### src/rtl/lfsr_gen.sv
// WIDTH-bit Fibonacci/Galois LFSR with runtime seed load, all-zero lock-up recovery,
// and in-system period measurement so a tap mask can be checked against its expected cycle length.
module lfsr_gen #(
  parameter int unsigned      WIDTH  = 4,
  parameter logic [WIDTH-1:0] TAPS   = WIDTH'(4'b1100),
  parameter logic [WIDTH-1:0] SEED   = WIDTH'(1),
  parameter bit               GALOIS = 1'b0
) (
  input  logic             clk,
  input  logic             rst,
  input  logic             en,
  input  logic             load,
  input  logic [WIDTH-1:0] seed_in,
  output logic [WIDTH-1:0] lfsr,
  output logic             bit_out,
  output logic             wrap,
  output logic             lockup,
  output logic [WIDTH-1:0] period
);

  if ((WIDTH < 2) || (WIDTH > 32)) begin : g_bad_width
    $error("lfsr_gen: WIDTH must lie in 2..32");
  end

  // An all-zero SEED would make the recovery path re-enter the lock-up state.
  if (SEED == '0) begin : g_bad_seed
    $error("lfsr_gen: SEED must be non-zero");
  end

  logic [WIDTH-1:0] r_lfsr;
  logic [WIDTH-1:0] r_start;
  logic [WIDTH-1:0] r_step_cnt;
  logic [WIDTH-1:0] r_period;
  logic             r_wrap;
  logic             r_lockup;

  logic [WIDTH-1:0] w_next;
  logic [WIDTH-1:0] w_load_val;
  logic             w_seed_zero;
  logic             w_state_zero;
  logic             w_cnt_sat;
  logic             w_hit_start;

  if (GALOIS) begin : g_galois
    assign w_next  = (r_lfsr >> 1) ^ (r_lfsr[0] ? TAPS : '0);
    assign bit_out = r_lfsr[0];
  end else begin : g_fibonacci
    assign w_next  = {r_lfsr[WIDTH-2:0], ^(r_lfsr & TAPS)};
    assign bit_out = r_lfsr[WIDTH-1];
  end

  assign w_seed_zero  = (seed_in == '0);
  assign w_load_val   = w_seed_zero ? SEED : seed_in;
  assign w_state_zero = (r_lfsr == '0);
  assign w_cnt_sat    = &r_step_cnt;
  assign w_hit_start  = (w_next == r_start);

  // A saturated counter means the start state was never revisited, so its count is not a period.
  always_ff @(posedge clk) begin
    // NOTE: state uses non-blocking assignments so every register samples pre-edge values.
    if (rst) begin
      r_lfsr     <= SEED;
      r_start    <= SEED;
      r_step_cnt <= '0;
      r_period   <= '0;
      r_wrap     <= 1'b0;
      r_lockup   <= 1'b0;
    end else begin
      r_wrap   <= 1'b0;
      r_lockup <= 1'b0;
      if (load) begin
        r_lfsr     <= w_load_val;
        r_start    <= w_load_val;
        r_step_cnt <= '0;
        r_lockup   <= w_seed_zero;
      end else if (en) begin
        if (w_state_zero) begin
          r_lfsr     <= SEED;
          r_start    <= SEED;
          r_step_cnt <= '0;
          r_lockup   <= 1'b1;
        end else begin
          r_lfsr <= w_next;
          if (w_hit_start) begin
            r_wrap     <= 1'b1;
            r_step_cnt <= '0;
            if (!w_cnt_sat) begin
              r_period <= r_step_cnt + 1'b1;
            end
          end else if (!w_cnt_sat) begin
            r_step_cnt <= r_step_cnt + 1'b1;
          end
        end
      end
    end
  end

  assign lfsr   = r_lfsr;
  assign wrap   = r_wrap;
  assign lockup = r_lockup;
  assign period = r_period;

endmodule

### config.mk
export PLATFORM = sky130hd
export DESIGN_NAME = lfsr_gen
export DESIGN_NICKNAME = d
export VERILOG_FILES = /design/src/rtl/lfsr_gen.sv
export SDC_FILE = /design/constraint.sdc
export NUM_CORES = 1
export LEC_CHECK = 0
export CAP_MARGIN = 20
export CORE_UTILIZATION = 50
export CTS_CLUSTER_DIAMETER = 150
export DETAILED_ROUTE_END_ITERATION = 8
export MAX_ROUTING_LAYER = met4
export PLACE_DENSITY = 0.81
export REMOVE_ABC_BUFFERS = 1
export SLEW_MARGIN = 5
export SYNTH_ARGS = -nofsm -noshare
export SYNTH_HDL_FRONTEND = slang
export SYNTH_SLANG_ARGS = --single-unit
### constraint.sdc
create_clock -name clk -period 5.45 [get_ports clk]
set_clock_uncertainty 0.1 [all_clocks]
set_input_delay 0.545 -clock clk [delete_from_list [all_inputs] [get_ports clk]]
set_output_delay 0.545 -clock clk [all_outputs]
set_load 0.02 [all_outputs]
==> results.toml, run 1 <==
[clock_network]
clockBufferDepth = 2
h-tree-depth = 1
cts.clk_slew.worst_paths_ns = 0.11
cts_buffers = 3
cts_tree = "built"
hold_buffers = 0
cts.sinks = 18
cts_setup_buffers = 0
cts_root_buf = "clkbuf_4"
cts_resized = 0
clock_latency_ns = 0.30

[floorplan]
fp.dieH_um = 44.3
dieArea_um2 = 1970
start_util_pct = 56.2
fp-row-count = 14
io_pins = 19
die_w_um = 44.3
coreArea_um2 = 1590

[pwr]
peakVddDrop_v = 0.000169
powerDensity_nw_per_um2 = 244
leakage_uw = 0.000396

[layout]
seq_area_um2 = 360
drive_gt1_share_pct = 7.50
instances_no_fill = 144
final_cell_mix = "clkdlybuf4s50_1 (18), dfxtp_1 (18), nand2_1 (11)"
final_util_pct = 70.3
area_growth_pct = 25.0
fillerInstances = 115
n_antenna_cell = 0
multi_input_area_um2 = 498
layout.nets = 131

[hold_path]
hp-start = "period[1]$_SDFFE_PP0P_"
hold_depth = 2
hold_path_end = "period[1]$_SDFFE_PP0P_"
worstHoldPathType = "reg2reg"

[worst_setup_path]
cp-end-kind = "flop"
setup.worst_path.class = "reg2reg"
cp-start-kind = "flop"
crit_chain = "inv_1 -> ha_1 -> xnor2_1 -> nand4_1 -> nor4_4 -> mux2_2"
path_max_fanout = 5
crit_buf_inv = 1
ff2ff_path_depth = 6
r2r_setup_slack_ns = 3.20
arrival_ns = 2.35
r2r_end = "period[2]$_SDFFE_PP0P_"
r2r_start = "lfsr[2]$_SDFFE_PP0P_"
crit_path_max_incr_delay_ns = 0.45
crit_cells = 6
slowest_stage = "dfxtp_1"
crit_family = "simple AND/OR/NAND/NOR gates"
critPathRequiredTime_ns = 5.55

[timing]
worst_slew_pin_slew_ns = 0.625
period_share_pct = 41.3
hold_viol = 0
setup_viol = 0
rsz0062_at_grt = "no"
drv_slew = 0
max_freq_mhz = 444
min_period_ns = 2.25
fin_tns_setup_ns = 0
maxSlewHeadroom_pct = 58.2

[placed_design]
io_buffer_count = 18
hpwl_um = 1310
gp_congestion = 0.868
placedCellCount = 140

[yosys]
syn_avg_cell_area_um2 = 8.70
synth_compound_area_share_pct = 16.2
ys_ff_latch = 18
synth_top_family_by_area = "simple AND/OR/NAND/NOR gates"
syn_area_um2 = 896
yosysTopAreaCellShare_pct = 40.2
synthMuxAreaShare_pct = 6.98
synthCells = 103
synth.distinct_cells = 29
yosysTopAreaCell = "dfxtp_1"
ys_warn_count = 0
synth-seq-area-share_pct = 40.2
synth_simple_gate_area_share_pct = 23.7
synth-xor-area-share_pct = 5.87
synth_fa_ha_area_share_pct = 2.79
netlist_top_cells_area = "dfxtp_1 (40%), xnor2_1 (5.9%), a21oi_1 (5.0%), nand2_1 (4.6%), mux2i_1 (4.5%)"

[route]
drt_iter0_markers = 37
wl_um = 1870
route.detailed.drc = 0
wire_per_inst_um = 13.0
vias_per_cell = 5.60
antenna_left = 0
firstDrtPassIters = 4
vias = 807

[global_routing]
antenna_found_initial = 0
grt_overflow = 0
grt.total_usage_pct = 21.5
grt_max_degree = 21
grt_pass1_vias = 704
grt_pass1_wl_um = 2990

[outcome]
status = "finished, final reports clean"

[flow_run]
drv_cap = 0
report_power, final:
group	total (µW)	switching, µW	internal (µW)
Sequential	142	5.28	136
Clock	83.8	43.0	40.8
Combinational	47.6	25.8	21.8
Total	273	74.1	199
Yosys cell counts:
cell type,n
o21bai_1,1
inv_1,4
nor3_1,3
nor3b_2,1
mux2_2,2
a21oi_1,9
mux2i_1,4
a311o_1,1
or3_1,1
nor4_4,1
a2111oi_1,1
nand2b_1,5
a211oi_1,1
dfxtp_1,18
nand2_1,11
nand3_1,4
xnor2_1,6
clkbuf_1,3
buf_4,1
nor2b_1,3
o21ai_0,3
buf_1,1
nor2_1,9
and3_1,1
a41oi_2,1
o22ai_1,3
nand4_1,1
a22oi_1,2
ha_1,2
flip-flops by register name, summed over array words and instances (netlist names):
| register | count |
|---|---|
| wrap | 1 |
| period | 4 |
| r_start | 4 |
| lockup | 1 |
| lfsr | 4 |
| r_step_cnt | 4 |
final cells by class:
type,instances,area share [%]
Tap cell,24,2.68
Multi-Input combinational cell,76,44.5
Sequential cell,18,32.2
Clock buffer,4,3.24
Timing Repair Buffer,18,16.1
Inverter,4,1.34
worst register-to-register path, stage by stage (launching register included):
cell     delay [ns]
dfxtp_1        0.45
inv_1          0.07
ha_1           0.32
xnor2_1        0.24
nand4_1        0.21
nor4_4         0.39
mux2_2         0.37
per-stage QoR:
stage | setup slack [ns] | cell area (µm²) | hold WS (ns) | power [µW]
detailed placement | 3.09 | 1080 | 0.364 | 191
CTS | 3.21 | 1120 | 0.380 | 274
finish | 3.20 | 1120 | 0.382 | 273
global route | 3.08 | 1120 | 0.433 | 283
global placement | 3.13 | 1080 | 0.363 | 190
floorplan | 3.18 | 873 | 0.344 | 170
cells by family (layout without fill, tap and decap cells):
| logic type | Yosys count | after routing |
|---|---|---|
| and+or+nand+nor | 40 | 40 |
| adders and majority gates | 2 | 2 |
| muxes | 6 | 6 |
| AOI/OAI and AO/OA | 22 | 22 |
| buffers and inverters | 9 | 26 |
| xor gates and xnor gates | 6 | 6 |
| DFF | 18 | 18 |
per-layer routing:
metal,vias up,GRT usage (%),share of wire (%)
met5,-,-,0
met4,0,11.5,1.7
met3,4,2.86,6.6
met2,35,32.6,46
met1,372,27.8,45
li1,396,-,-
worst max-delay path by stage:
| stage | start | end | slack, ns |
|---|---|---|---|
| final | lfsr[2]$_SDFFE_PP0P_ | period[2]$_SDFFE_PP0P_ | 3.20 |
| after detailed placement | en | period[2]$_SDFFE_PP0P_ | 3.09 |
| after global placement | en | period[0]$_SDFFE_PP0P_ | 3.13 |
| after CTS | lfsr[2]$_SDFFE_PP0P_ | period[0]$_SDFFE_PP0P_ | 3.21 |
| after global routing | lfsr[2]$_SDFFE_PP0P_ | period[0]$_SDFFE_PP0P_ | 3.08 |
| after floorplan | lfsr[3]$_SDFFE_PP0P_ | period[0]$_SDFFE_PP0P_ | 3.18 |
No activity file was read; power rests on OpenSTA's default activity.
==> run 2, diff against run 1 <==
--- a/config.mk
+++ b/config.mk
@@ -6,11 +6,11 @@
 export NUM_CORES = 1
 export LEC_CHECK = 0
 export CAP_MARGIN = 20
-export CORE_UTILIZATION = 50
+export CORE_UTILIZATION = 48
 export CTS_CLUSTER_DIAMETER = 150
 export DETAILED_ROUTE_END_ITERATION = 8
 export MAX_ROUTING_LAYER = met4
-export PLACE_DENSITY = 0.81
+export PLACE_DENSITY = 0.78
 export REMOVE_ABC_BUFFERS = 1
 export SLEW_MARGIN = 5
 export SYNTH_ARGS = -nofsm -noshare
==> constraint.sdc (replaced) <==
create_clock -name clk -period 2.3 [get_ports clk]
set_clock_uncertainty 0.1 [all_clocks]
set_input_delay 0.23 -clock clk [delete_from_list [all_inputs] [get_ports clk]]
set_output_delay 0.23 -clock clk [all_outputs]
set_load 0.02 [all_outputs]
==> run 2 against run 1 <==
  * Hold slack better by 0.0022 ns
  * Clock power up 86%
  * Sequential share of layout area down 0.50 points
  * Utilization down 5.1 points
  * Critical endpoint is now period[0]$_SDFFE_PP0P_
  * Worst setup slack worse by 3.0 ns
==> results.toml, run 2 (same netlist as run 1, synthesis figures left out) <==
[clock_network]
cts_root_buf = "clkbuf_4"
cts_resized = 0
cts_tree = "built"
clock_latency_ns = 0.29
cts.sinks = 18
cts_setup_buffers = 0
cts.clk_slew.worst_paths_ns = 0.10
h-tree-depth = 1
cts_buffers = 3
hold_buffers = 0
clockBufferDepth = 2

[placed_design]
io_buffer_count = 18
gp_congestion = 0.889
hpwl_um = 1480
pre_cts_ws_ns = 0.200

[timing]
whs_ns = 0.384
min_period_ns = 2.13
maxSlewHeadroom_pct = 65.1
hold_viol = 0
worst_slew_pin_slew_ns = 0.521
period_share_pct = 92.7
fin_ws_ns = 0.167
max_freq_mhz = 469
drv_slew = 0
setup_viol = 0
rsz0062_at_grt = "no"
fin_tns_setup_ns = 0

[floorplan]
die_w_um = 45.2
dieArea_um2 = 2040
fp-row-count = 15
start_util_pct = 51.3
coreArea_um2 = 1750
io_pins = 19
fp.dieH_um = 45.2

[route]
vias = 794
wire_per_inst_um = 13.0
firstDrtPassIters = 4
drt_iter0_markers = 24
vias_per_cell = 5.36
antenna_left = 0
wl_um = 1930
route.detailed.drc = 0

[worst_setup_path]
crit_buf_inv = 1
crit_start = "lfsr[2]$_SDFFE_PP0P_"
crit_path_max_incr_delay_ns = 0.42
arrival_ns = 2.22
crit_family = "simple AND/OR/NAND/NOR gates"
cp-end-kind = "flop"
critPathRequiredTime_ns = 2.38
slowest_stage = "dfxtp_1"
path_max_fanout = 5
r2r_start = "lfsr[2]$_SDFFE_PP0P_"
setup.worst_path.class = "reg2reg"
crit_chain = "inv_1 -> ha_1 -> xnor2_1 -> nand4_1 -> nor4_4 -> mux2_2"
cp-start-kind = "flop"

[global_routing]
grt_pass1_vias = 710
grt_overflow = 0
antenna_found_initial = 0
grt_pass1_wl_um = 3150
grt_max_degree = 15
grt.total_usage_pct = 22.3

[layout]
n_antenna_cell = 0
area_growth_pct = 27.0
final_util_pct = 65.2
drive_gt1_share_pct = 9.76
layout.nets = 135
final_cell_mix = "clkdlybuf4s50_1 (18), dfxtp_1 (18), nand2_1 (11)"
fillerInstances = 154

[flow_run]
drv_cap = 0

[hold_path]
worstHoldPathType = "reg2reg"
hp-start = "period[1]$_SDFFE_PP0P_"

[outcome]
status = "finished, final reports clean"

[pwr]
leakage_uw = 0.000409
powerDensity_nw_per_um2 = 536
fin_total_pwr_uw = 610
peakVddDrop_v = 0.000383
-- run 2: through the flow --
stage / area [µm²] / instances
after global routing: 1140 / 148
final: 1140 / 148
after CTS: 1140 / 148
after detailed placement: 1110 / 145
after global placement: 1110 / 145
after floorplan: 873 / 98
-- run 2: area by class of cell --
class | instances | area, µm² | area share [%]
repair buffers | 22 | 210 | 18.5
well taps | 25 | 31.3 | 2.75
flip-flops and latches | 18 | 360 | 31.7
inverters | 4 | 15.0 | 1.32
multi-input cells | 76 | 498 | 43.8
clock buffers | 3 | 22.5 | 1.98
-- run 2: power breakdown --
group	internal (µW)	switching, µW	total, µW	leakage [µW]
Sequential	323	11.6	335	0.000147
Combinational	55.3	63.5	119	0.000248
Clock	60.9	95.6	156	0.0000138
Total	439	171	610	0.000409
-- run 2: tightest hold or removal path, stage by stage (launching register included) --
cell	delay [ns]
dfxtp_1	0.32
nand2b_1	0.06
mux2i_1	0.06
-- run 2: path summary, 6_finish.rpt --
kind	to	slack, ns	depth (start not counted)
worst max-delay path	period[0]$_SDFFE_PP0P_	0.17	6
worst max register to register	period[0]$_SDFFE_PP0P_	0.17	6
worst min register to register	period[1]$_SDFFE_PP0P_	0.38	2
worst min-delay path	period[1]$_SDFFE_PP0P_	0.38	2
-- run 2: layer usage --
layer  track usage [%]  routed length [µm]  vias to the layer above
li1                  -                   -                      400
met1              29.7                 922                      371
met2              31.6                 920                       21
met3              6.40                  68                        2
met4              9.09                  15                        0
met5                 -                   0                        -
==> run 3, diff against run 2 <==
--- a/config.mk
+++ b/config.mk
@@ -12,6 +12,7 @@
 export MAX_ROUTING_LAYER = met4
 export PLACE_DENSITY = 0.78
 export REMOVE_ABC_BUFFERS = 1
+export SKIP_CTS_REPAIR_TIMING = 1
 export SLEW_MARGIN = 5
 export SYNTH_ARGS = -nofsm -noshare
 export SYNTH_HDL_FRONTEND = slang
==> results of run 3 <==
Final layout, timing and power as in run 2 (identical DEF).
